==> src/rtl/serv_rf_dbg_arb.sv <==
// serv_rf_dbg_arb: arbitrates the SERV RF RAM port between the core (priority)
// and debug 32-bit register accesses, which are split into RF_WIDTH-bit beats.
// Ports:
//   i_cpu_*  : RAM requests from serv_rf_ram_if
//   o_ram_*  : RAM port to serv_rf_ram
//   i_ram_rdata : RAM read data (one cycle after ren)
//   o_cpu_rdata : RAM read data returned to the core
//   i_dbg_*  : debug request (level, held until ack)
//   o_dbg_*  : debug ack/err/rdata/busy
module serv_rf_dbg_arb #(
  parameter int RF_WIDTH = 8,
  parameter int RF_L2D   = 8,
  parameter int NREGS    = 36
) (
  input  logic                clk,
  input  logic                i_rst_n,
  input  logic [RF_L2D-1:0]   i_cpu_waddr,
  input  logic [RF_WIDTH-1:0] i_cpu_wdata,
  input  logic                i_cpu_wen,
  input  logic [RF_L2D-1:0]   i_cpu_raddr,
  input  logic                i_cpu_ren,
  output logic [RF_WIDTH-1:0] o_cpu_rdata,
  output logic [RF_L2D-1:0]   o_ram_waddr,
  output logic [RF_WIDTH-1:0] o_ram_wdata,
  output logic                o_ram_wen,
  output logic [RF_L2D-1:0]   o_ram_raddr,
  output logic                o_ram_ren,
  input  logic [RF_WIDTH-1:0] i_ram_rdata,
  input  logic                i_dbg_halted,
  input  logic                i_dbg_req,
  input  logic                i_dbg_we,
  input  logic [5:0]          i_dbg_regno,
  input  logic [31:0]         i_dbg_wdata,
  output logic                o_dbg_ack,
  output logic                o_dbg_err,
  output logic [31:0]         o_dbg_rdata,
  output logic                o_dbg_busy
);

  localparam int BEATS = 32 / RF_WIDTH;
  localparam int CW = (BEATS > 1) ? $clog2(BEATS) : 1;
  localparam logic [CW-1:0] LAST = CW'(BEATS - 1);

  typedef enum logic [2:0] {
    IDLE, CHECK, XFER, DRAIN, ACK
  } state_t;

  state_t        state;
  logic          we_q;
  logic [5:0]    regno_q;
  logic [31:0]   wdata_q;
  logic [CW-1:0] beat;
  logic          cap_q;
  logic [CW-1:0] cap_beat;
  logic          err_q;
  logic [31:0]   rdata_q;

  logic                cpu_use;
  logic                dbg_issue;
  logic [RF_L2D-1:0]   dbg_addr;
  logic [RF_WIDTH-1:0] dbg_wdata;

  assign cpu_use = i_cpu_ren | i_cpu_wen;

  // Halt is checked combinationally so no beat leaks out once it drops.
  assign dbg_issue = (state == XFER) & i_dbg_halted & ~cpu_use;

  assign dbg_addr =
    RF_L2D'(32'(regno_q) * BEATS + 32'(beat));
  assign dbg_wdata =
    wdata_q[beat*RF_WIDTH +: RF_WIDTH];

  assign o_ram_waddr = dbg_issue ? dbg_addr : i_cpu_waddr;
  assign o_ram_wdata = dbg_issue ? dbg_wdata : i_cpu_wdata;
  assign o_ram_wen   = dbg_issue ? we_q : i_cpu_wen;
  assign o_ram_raddr = dbg_issue ? dbg_addr : i_cpu_raddr;
  assign o_ram_ren   = dbg_issue ? ~we_q : i_cpu_ren;
  assign o_cpu_rdata = i_ram_rdata;

  assign o_dbg_ack   = (state == ACK);
  assign o_dbg_busy  = (state != IDLE);
  assign o_dbg_err   = err_q;
  assign o_dbg_rdata = rdata_q;

  always_ff @(posedge clk or negedge i_rst_n) begin
    if (!i_rst_n) begin
      state    <= IDLE;
      we_q     <= 1'b0;
      regno_q  <= '0;
      wdata_q  <= '0;
      beat     <= '0;
      cap_q    <= 1'b0;
      cap_beat <= '0;
      err_q    <= 1'b0;
      rdata_q  <= '0;
    end else begin
      // Only capture data that answers a debug read beat.
      cap_q    <= dbg_issue & ~we_q;
      cap_beat <= beat;
      if (cap_q)
        rdata_q[cap_beat*RF_WIDTH +: RF_WIDTH] <= i_ram_rdata;

      case (state)
        IDLE: begin
          if (i_dbg_req) begin
            we_q    <= i_dbg_we;
            regno_q <= i_dbg_regno;
            wdata_q <= i_dbg_wdata;
            beat    <= '0;
            err_q   <= 1'b0;
            state   <= CHECK;
          end
        end
        CHECK: begin
          if (32'(regno_q) >= NREGS || !i_dbg_halted) begin
            err_q <= 1'b1;
            state <= ACK;
          end else if (regno_q == 6'd0) begin
            if (!we_q)
              rdata_q <= '0;
            state <= ACK;
          end else begin
            state <= XFER;
          end
        end
        XFER: begin
          if (!i_dbg_halted) begin
            err_q <= 1'b1;
            state <= ACK;
          end else if (dbg_issue) begin
            if (beat == LAST)
              state <= we_q ? ACK : DRAIN;
            else
              beat <= beat + 1'b1;
          end
        end
        DRAIN: begin
          if (!i_dbg_halted)
            err_q <= 1'b1;
          state <= ACK;
        end
        ACK: state <= IDLE;
        default: state <= IDLE;
      endcase
    end
  end

endmodule

==> config.mk <==
export PLATFORM = sky130hd
export DESIGN_NAME = serv_rf_dbg_arb
export DESIGN_NICKNAME = d
export VERILOG_FILES = /design/src/rtl/serv_rf_dbg_arb.sv
export SDC_FILE = /design/constraint.sdc
export NUM_CORES = 1
export LEC_CHECK = 0
export BUFFER_PORTS_ARGS = -buffer_cell sky130_fd_sc_hd__buf_2
export CAP_MARGIN = 20
export CORE_MARGIN = 5
export CORE_UTILIZATION = 38
export CTS_BUF_LIST = sky130_fd_sc_hd__clkbuf_8
export DETAILED_ROUTE_END_ITERATION = 8
export SLEW_MARGIN = 25
export SYNTH_ARGS = -nofsm -noshare
export SYNTH_HDL_FRONTEND = slang
export SYNTH_SLANG_ARGS = --single-unit
==> constraint.sdc <==
create_clock -name clk -period 3.7 [get_ports clk]
set_clock_uncertainty 0.1 [all_clocks]
set_input_delay 0.37 -clock clk [delete_from_list [all_inputs] [get_ports clk]]
set_output_delay 0.37 -clock clk [all_outputs]
set_load 0.1 [all_outputs]
# [Word level (Yosys, flattened, before mapping)]
# Cells that the tools add are included.
[word_totals] output_inout_bits=69 ff_bits=80 wordCells=75 inputBits=77
[op_classes] addsub=3 n_eq_ne=13 reduce_logical=12 n_shift=3 n_bitwise=6 n_lt_le_gt_ge=1 muxes=28
[ops] op="2-to-1 mux 32 bit" count=5
[ops] op="negation 5 -> 34 bit" count=1
[ops] op="variable shift 8 x 34 -> 32 bit, first input constant" count=1
[ops] op="variable part select 8 x 34 -> 32 bit" count=1
[ops] op="bitwise mux 32 bit" count=1
[ops] op="variable part select 32 x 6 -> 8 bit" count=1
[ops] op="2-to-1 mux 8 bit" count=3
[ops] op="2-to-1 mux 3 bit" count=7
[ops] op="!= test 2 bit, second input constant" count=6
[ops] op="one-hot mux 3 bit (4 select lines)" count=1
[ops] op="adder 8 x 2 -> 8 bit" count=1
[ops] op="2-to-1 mux 2 bit" count=4
[ops] op="equality test 3 x 2 -> 1 bit, second input constant" count=2
[ops] op=">= comparator 6 bit, second input constant" count=1
[ops] op="logical NOT 6 bit" count=1
[ops] op="nonzero test 3 bit" count=2
[ops] op="2-to-1 mux 1 bit" count=5
[ops] op="AND reduction 5 bit" count=1
[ops] op="one-hot mux 2 bit (2 select lines)" count=1
[ops] op="AND reduction 4 bit" count=1
[ops] op="bitwise AND 1 bit" count=3
[ops] op="equality test 3 x 1 -> 1 bit, second input constant" count=1
[ops] op="equality test 3 bit, second input constant" count=1
[ops] op="logical NOT 3 bit" count=1
[ops] op="13 further kinds" count=14

# [Longest topological paths before layout]
# Gate-level depths: netlist of run 1.
[depth] ltp_word=8 mapped_depth=7 ltp_nobuf=5

# [Worst setup path after synthesis of run 1]
# No wires, ideal clock.
[synth_timing] kind="register to output" startpoint="reg state[1]" endpoint="out o_dbg_ack" arrival_time_ns=2.840 t_required_ns=3.230 path_slack_ns=0.390 stages_incl_launch_ff=3 path_buffers=1 path_cell_list="dfrtp_1 clkbuf_1 nor3b_1"
[synth_between] elab_chain_cells=1
[synth_rtl] item="start: declaration" line_no="48" source="state_t state;"
[synth_rtl] item="start signal: assignment" line_no="132" source="state <= we_q ? ACK : DRAIN;"
[synth_rtl] item="equality test 3 bit" line_no="80" source="assign o_dbg_ack = (state == ACK);"
[synth_rtl] item="end: declaration" line_no="34" source="output logic o_dbg_ack,"
# Every way passes these cells.

# [Worst setup path after layout of run 1]
[layout_timing] startpoint="reg state[1]" endpoint="out o_ram_waddr[0]"
[layout_between] elab_chain_cells=4
[layout_rtl] item="equality test 3 x 2 -> 1 bit" line_no="66" source="assign dbg_issue = (state == XFER) & i_dbg_halted & ~cpu_use;"
[layout_rtl] item="bitwise AND 1 bit (2 in series)" line_no="66"
[layout_rtl] item="2-to-1 mux 8 bit" line_no="73" source="assign o_ram_waddr = dbg_issue ? dbg_addr : i_cpu_waddr;"
[layout_rtl] item="end: declaration" line_no="23" source="output logic [RF_L2D-1:0] o_ram_waddr,"
# Every way passes these cells.

==> results of run 1 <==
[sequential cells by signal (all words and copies together), names as in the netlist, 2 cells and up]
name	flops
state	3
regno_q	6
beat	2
cap_beat	2
wdata_q	32
o_dbg_rdata	32
[report_power, final]
part / total (W) / internal [W] / switching [W]
combinational: 0.00163 / 0.000529 / 0.00110
sequential: 0.00140 / 0.00118 / 0.000225
clock: 0.000708 / 0.000395 / 0.000313
[synthesized netlist by cell type, types with 2 or more instances]
| cell | n | area (µm²) |
|---|---|---|
| dfrtp_1 | 80 | 2000 |
| nor3_1 | 3 | 15.0 |
| buf_2 | 9 | 45.0 |
| buf_6 | 3 | 33.8 |
| nand2b_1 | 4 | 25.0 |
| a32oi_1 | 26 | 228 |
| o21ai_0 | 4 | 20.0 |
| nand2_1 | 12 | 45.0 |
| clkbuf_1 | 8 | 30.0 |
| ha_1 | 6 | 75.1 |
| or3_1 | 2 | 12.5 |
| o21bai_1 | 2 | 15.0 |
| nor4bb_1 | 4 | 40.0 |
| mux4_2 | 8 | 180 |
| and4b_1 | 3 | 30.0 |
| nor2_1 | 31 | 116 |
| nand4b_1 | 6 | 52.6 |
| buf_4 | 8 | 60.1 |
| a21oi_1 | 10 | 50.1 |
| inv_1 | 6 | 22.5 |
| nor2b_1 | 2 | 12.5 |
| mux2_2 | 62 | 698 |
[cells in the final DEF, fill, tap and decap left out, types with 3 or more instances in the layout]
master	instances
a32oi_1	26
mux4_2	8
and4b_1	3
nand2_1	12
nand2b_1	4
ha_1	6
mux2_2	62
nor2_1	31
a21oi_1	10
o21ai_0	4
buf_2	144
nand4b_1	6
inv_1	6
buf_4	5
dfrtp_1	80
clkbuf_8	10
nor4bb_1	4
[layer usage]
| metal | routed length, µm | share of wire (%) | global-route usage (%) |
|---|---|---|---|
| met3 | 866 | 8.9 | 5.38 |
| met4 | 77 | 0.79 | 3.37 |
| met2 | 4480 | 46 | 24.1 |
| met5 | 0 | 0 | 0 |
| met1 | 4360 | 45 | 20.8 |
[cell families after synthesis]
group                      count (synthesis)
adders and majority gates                  6
buffers and inverters                     35
DFF                                       80
muxes                                     70
AOI/OAI and AO/OA                         49
and+or+nand+nor                           75
[critical path: cells and delay by family, from the launching register on]
family	cells	cell delay (ns)
mux	1	0.25
simple gates	1	0.36
buf+inv	2	0.76
flops	1	0.64
[final timing paths]
check                                   to  slack (ns)  depth (start not counted)
setup / recovery            o_ram_waddr[0]        0.87                          4
min in group clk                     cap_q        0.15                          2
setup reg to reg                   beat[1]        1.47                          4
hold / removal             o_dbg_rdata[12]       -0.04                          1
hold reg to reg                 wdata_q[5]        0.41                          1
max in group asynchronous      cap_beat[1]        3.04                          1
[layout make-up]
type / count / area, µm² / area share [%]
Clock buffer: 10 / 138 / 2.78
Clock inverter: 5 / 81.3 / 1.64
Inverter: 6 / 22.5 / 0.455
Multi-Input combinational cell: 200 / 1760 / 35.6
Sequential cell: 80 / 2000 / 40.5
Tap cell: 136 / 170 / 3.44
Timing Repair Buffer: 150 / 769 / 15.6
[stage by stage]
| step | instances | hold slack, ns | setup WS, ns | area (µm²) |
|---|---|---|---|---|
| after floorplan | 315 | -0.0256 | 0.390 | 3950 |
| after global placement | 572 | 0.385 | 1.18 | 4720 |
| after detailed placement | 572 | 0.392 | 1.18 | 4720 |
| after CTS | 587 | 0.122 | 0.795 | 4940 |
| after global routing | 587 | 0.0210 | 0.689 | 4940 |
| final | 587 | -0.0438 | 0.871 | 4940 |
==> impl_metrics.tcl, run 1 <==
set metrics [dict create \
    slew_violations 0 \
    synth_simple_gate_area_share_pct 10.8 \
    yosys_register_bits 80 \
    initial_core_util_pct 38.6 \
    ant_nets 0 \
    clock_latency_ns 0.34 \
    synth_enable_flop_cells 0 \
    diodes 0 \
    post_cts_resized 0 \
    routabilityCongestion 0.800 \
    timing.rr.start "beat[0]" \
    pwr_density_cell_nw_per_um2 756 \
    cp-start-kind "flop" \
    max_cap_viol_count 0 \
    drc_errors 0 \
    cellLeakagePower_nw 2.39 \
    critPathLaunch "state[1]" \
    core_um2 10200 \
    syn_inst 315 \
    tightestPinTransition_ns 0.763 \
    synth_nets 398 \
    synth_xor_area_share_pct 0 \
    setup_viol 0 \
    drive_above_1_share_pct 53.2 \
    grt_start_max_net_pins 81 \
    ys.flop_type "dfrtp_1" \
    vias 3057 \
    port_buffers 145 \
    clk_path_buf_depth 2 \
    die_w_um 112 \
    synth_cell_types 38 \
    dp_hpwl_um 6910 \
    n_fill_cell 962 \
    antenna_found_initial 0 \
    numCtsBuffers 9 \
    path_clk_slew_ns 0.08 \
    outcome "finished with violations" \
    rsz0062_at_grt "false" \
    postCtsSetupRepairBufs 0 \
    period_minus_slack_ns 2.83 \
    cts_hold_buf 0 \
    synth_mux_area_share_pct 22.2 \
    grt_overflow 0 \
    die-area_um2 12500 \
    synth_top_family_by_area "multiplexers" \
    io_pins 146 \
    cts_tree "built" \
    violations "hold timing" \
    grt_pass1_wl_um 15900 \
    critPathMaxStageDelay_ns 0.64 \
    setup-tns-final_ns 0 \
    synth_area_um2 3950 \
    relSlewSlack_pct 49.1 \
    viasPerCell 5.21 \
    syn_to_final_growth_pct 25.1 \
    crit_chain "nand4_1, buf_4, mux2_2, buf_2" \
    numClockSinks 80 \
    hold_slack_ns -0.0438 \
    cts-root-buf "clkbuf_8" \
    syn_area_per_cell_um2 12.6 \
    grt_pass1_vias 3154 \
    htree_levels 3 \
    vdd_drop_max_mv 0.453 \
    final_util_pct 48.3 \
    power.total_w 0.00374 \
    async_flop_share_pct 100 \
    max_freq_mhz 353 \
    min-delay-path-class "in2async" \
    detail_route.first_pass.iterations 4 \
    grt.total_usage_pct 15.4 \
    wl_um 9780 \
    worstSetupEndpointType "primary output" \
    slowest_stage "dfrtp_1" \
    yosysSeqAreaShare_pct 50.6 \
    synth_compound_area_share_pct 9.56 \
    first_iter_violations 189 \
    fin_nets 530 \
    required_ns 3.23 \
    cp.arrival_ns 2.36 \
    path_class "reg2out" \
    die_h_um 112 \
    hold_viol_final 60 \
    wire_per_inst_um 16.7 \
    yosys_warnings 0 \
    finalCritPeriodShare_pct 76.5 \
    synth-adder-area-share_pct 1.90 \
    path_max_fanout 22 \
    fp-row-count 37 \
]
Power figures use the tool's default switching activity.
==> run 2, diff against run 1 <==
ABC_AREA = 1   (was default)
clock period = 2.92 ns   (was 3.7 ns; I/O delays follow)
==> run 2 against run 1 <==
The run now ends clean. Power increased by 47%. Routed wire length rose by 17%. Final area grew 2.3%. Highest routed layer unchanged. Synthesized cell count increased by 66%. Sequential power rose by 28%.
==> impl_metrics.tcl, run 2 <==
set metrics [dict create \
    outcome "complete, no violations" \
    path_clk_slew_ns 0.09 \
    n_fill_cell 1149 \
    antenna_found_initial 0 \
    syn_area_per_cell_um2 7.87 \
    first_iter_violations 267 \
    clock_latency_ns 0.35 \
    yosys_register_bits 80 \
    rsz0062_at_grt "false" \
    finalCritPeriodShare_pct 89.5 \
    wl_um 11500 \
    path_max_fanout 27 \
    initial_core_util_pct 38.3 \
    synth.area.top_cells "dfrtp_1, nand2_1, nand3_1" \
    syn_inst 523 \
    grt_pass1_vias 3875 \
    groute.layer.met3.usage_pct 4.02 \
    viasPerCell 4.92 \
    synth_nets 606 \
    use_met2_pct 29.8 \
    async_flop_share_pct 100 \
    syn_to_final_growth_pct 22.9 \
    synth_most_common_cell "nand2_1" \
    setup-tns-final_ns 0 \
    drc_errors 0 \
    cellLeakagePower_nw 2.74 \
    period_minus_slack_ns 2.61 \
    die_w_um 114 \
    synth_top_area_share_pct 48.6 \
    pre_cts_ws_ns 0.656 \
    routabilityCongestion 0.818 \
    power.total_w 0.00550 \
    fin_area_um2 5060 \
    final_cell_mix "nand2_1, buf_2, dfrtp_1" \
    detail_route.first_pass.iterations 5 \
    vdd_drop_max_mv 0.737 \
    cp-start-kind "flop" \
    fin_nets 736 \
    clk_path_buf_depth 2 \
    busiest_layer "met2" \
    htree_levels 3 \
    final_common_cell "nand2_1" \
    placed_area_um2 4860 \
    hold_viol_final 0 \
    slowest_stage "dfrtp_1" \
    die-area_um2 13000 \
    dp_hpwl_um 8260 \
    yosys.area.top_type "dfrtp_1" \
    required_ns 2.53 \
    met1_usage_pct 23.5 \
    wire_per_inst_um 14.4 \
    grt_overflow 0 \
    slew_violations 0 \
    diodes 0 \
    yosysSeqAreaShare_pct 48.6 \
    synth_area_um2 4120 \
    port_buffers 145 \
    seq_area_um2 2000 \
    max_cap_viol_count 0 \
    cts_tree "built" \
    grt_pass1_wl_um 18800 \
    grt_start_max_net_pins 81 \
    io_pins 146 \
    fp-row-count 38 \
    min-delay-path-class "in2reg" \
    pwr_density_cell_nw_per_um2 1090 \
    numCtsBuffers 9 \
    cp.arrival_ns 2.22 \
    tightestPinTransition_ns 0.737 \
    ys.flop_type "dfrtp_1" \
    yosys_warnings 0 \
    path_class "reg2out" \
    worstSetupEndpointType "primary output" \
    numClockSinks 80 \
    cts-root-buf "clkbuf_8" \
    setup_ws_ns 0.307 \
    relSlewSlack_pct 50.9 \
    die_h_um 114 \
    vias 3927 \
    setup_viol 0 \
    multi_input_comb_area_um2 1840 \
    critPathMaxStageDelay_ns 0.48 \
    core_um2 10700 \
    drive_above_1_share_pct 28.6 \
    ant_nets 0 \
    max_freq_mhz 383 \
    grt.total_usage_pct 17.7 \
    crit_chain "nor2_4, nand2_4, nor2_8, nand2_4, inv_4, nand2_1, nand2_1, buf_2" \
    synthTopCellsByCount "nand2_1, dfrtp_1, nand3_1" \
    synth_cell_types 28 \
    synth_enable_flop_cells 0 \
]
## run 2: cell types whose count changed in the layout (fill, tap and decap cells not counted), moves of 9 or more
| cell | change |
|---|---|
| o21ai_0 | +22 |
| nand2_1 | +177 |
| a21oi_1 | +23 |
| nor2_1 | +9 |
| a32oi_1 | -26 |
| inv_1 | +12 |
| nand3_1 | +65 |
| mux2_2 | -62 |
## run 2: through the flow
step	std cells	utilization [%]	hold slack, ns
after detailed placement	781	45.2	0.353
after floorplan	523	-	-0.104
after CTS	797	47.0	0.0413
final	798	47.1	0.0749
after global placement	781	45.2	0.348
after global routing	798	47.1	0.0620
## run 2: repair_timing
action	4_1_cts	5_1_grt
gates resized for setup	0	0
hold buffers	0	1
setup buffers	0	0
endpoints found under the hold margin	0	80
## run 2: layer usage
layer	part of all wire (%)	vias up	routed length, µm
met2	48	130	5530
met4	0.55	0	63
met1	44	1846	5070
met3	6.9	6	788
li1	-	1945	-
met5	0	-	0
## run 2: path summary, 6_finish.rpt
check,cells after the start,to,startpoint,slack (ns)
max reg2reg,6,o_dbg_rdata[6],regno_q[2],1.01
min,3,wdata_q[31],i_dbg_wdata[31],0.07
min in group asynchronous,2,o_dbg_rdata[28],i_rst_n,0.45
max in group asynchronous,2,wdata_q[27],i_rst_n,1.76
max,8,o_ram_raddr[1],state[2],0.31
min reg2reg,2,wdata_q[14],wdata_q[14],0.37
## run 2: final cells by class
class                   count  area share [%]
repair buffers            151            15.4
well taps                 140            3.46
inverters                  19            1.46
multi-input cells         392            36.4
clock buffers               9            2.45
flip-flops and latches     80            39.6
clock inverters             7            1.29
## run 2: kinds of logic after synthesis
| group | synth area share, % |
|---|---|
| AOI/OAI and AO/OA | 8.75 |
| adders and majority gates | 1.82 |
| buffers and inverters | 6.66 |
| DFF | 48.6 |
| and+or+nand+nor | 34.1 |
## run 2: worst max-delay path: cells and delay by family (launching register included)
| kind | cells | cell delay, ns |
|---|---|---|
| buffers and inverters | 2 | 0.66 |
| DFF | 1 | 0.48 |
| and+or+nand+nor | 6 | 0.75 |
## run 2: power breakdown
part	internal (W)	switching (W)	total (W)
combinational	0.000608	0.00231	0.00292
sequential	0.00153	0.000269	0.00179
clock	0.000387	0.000399	0.000787
total	0.00252	0.00298	0.00550
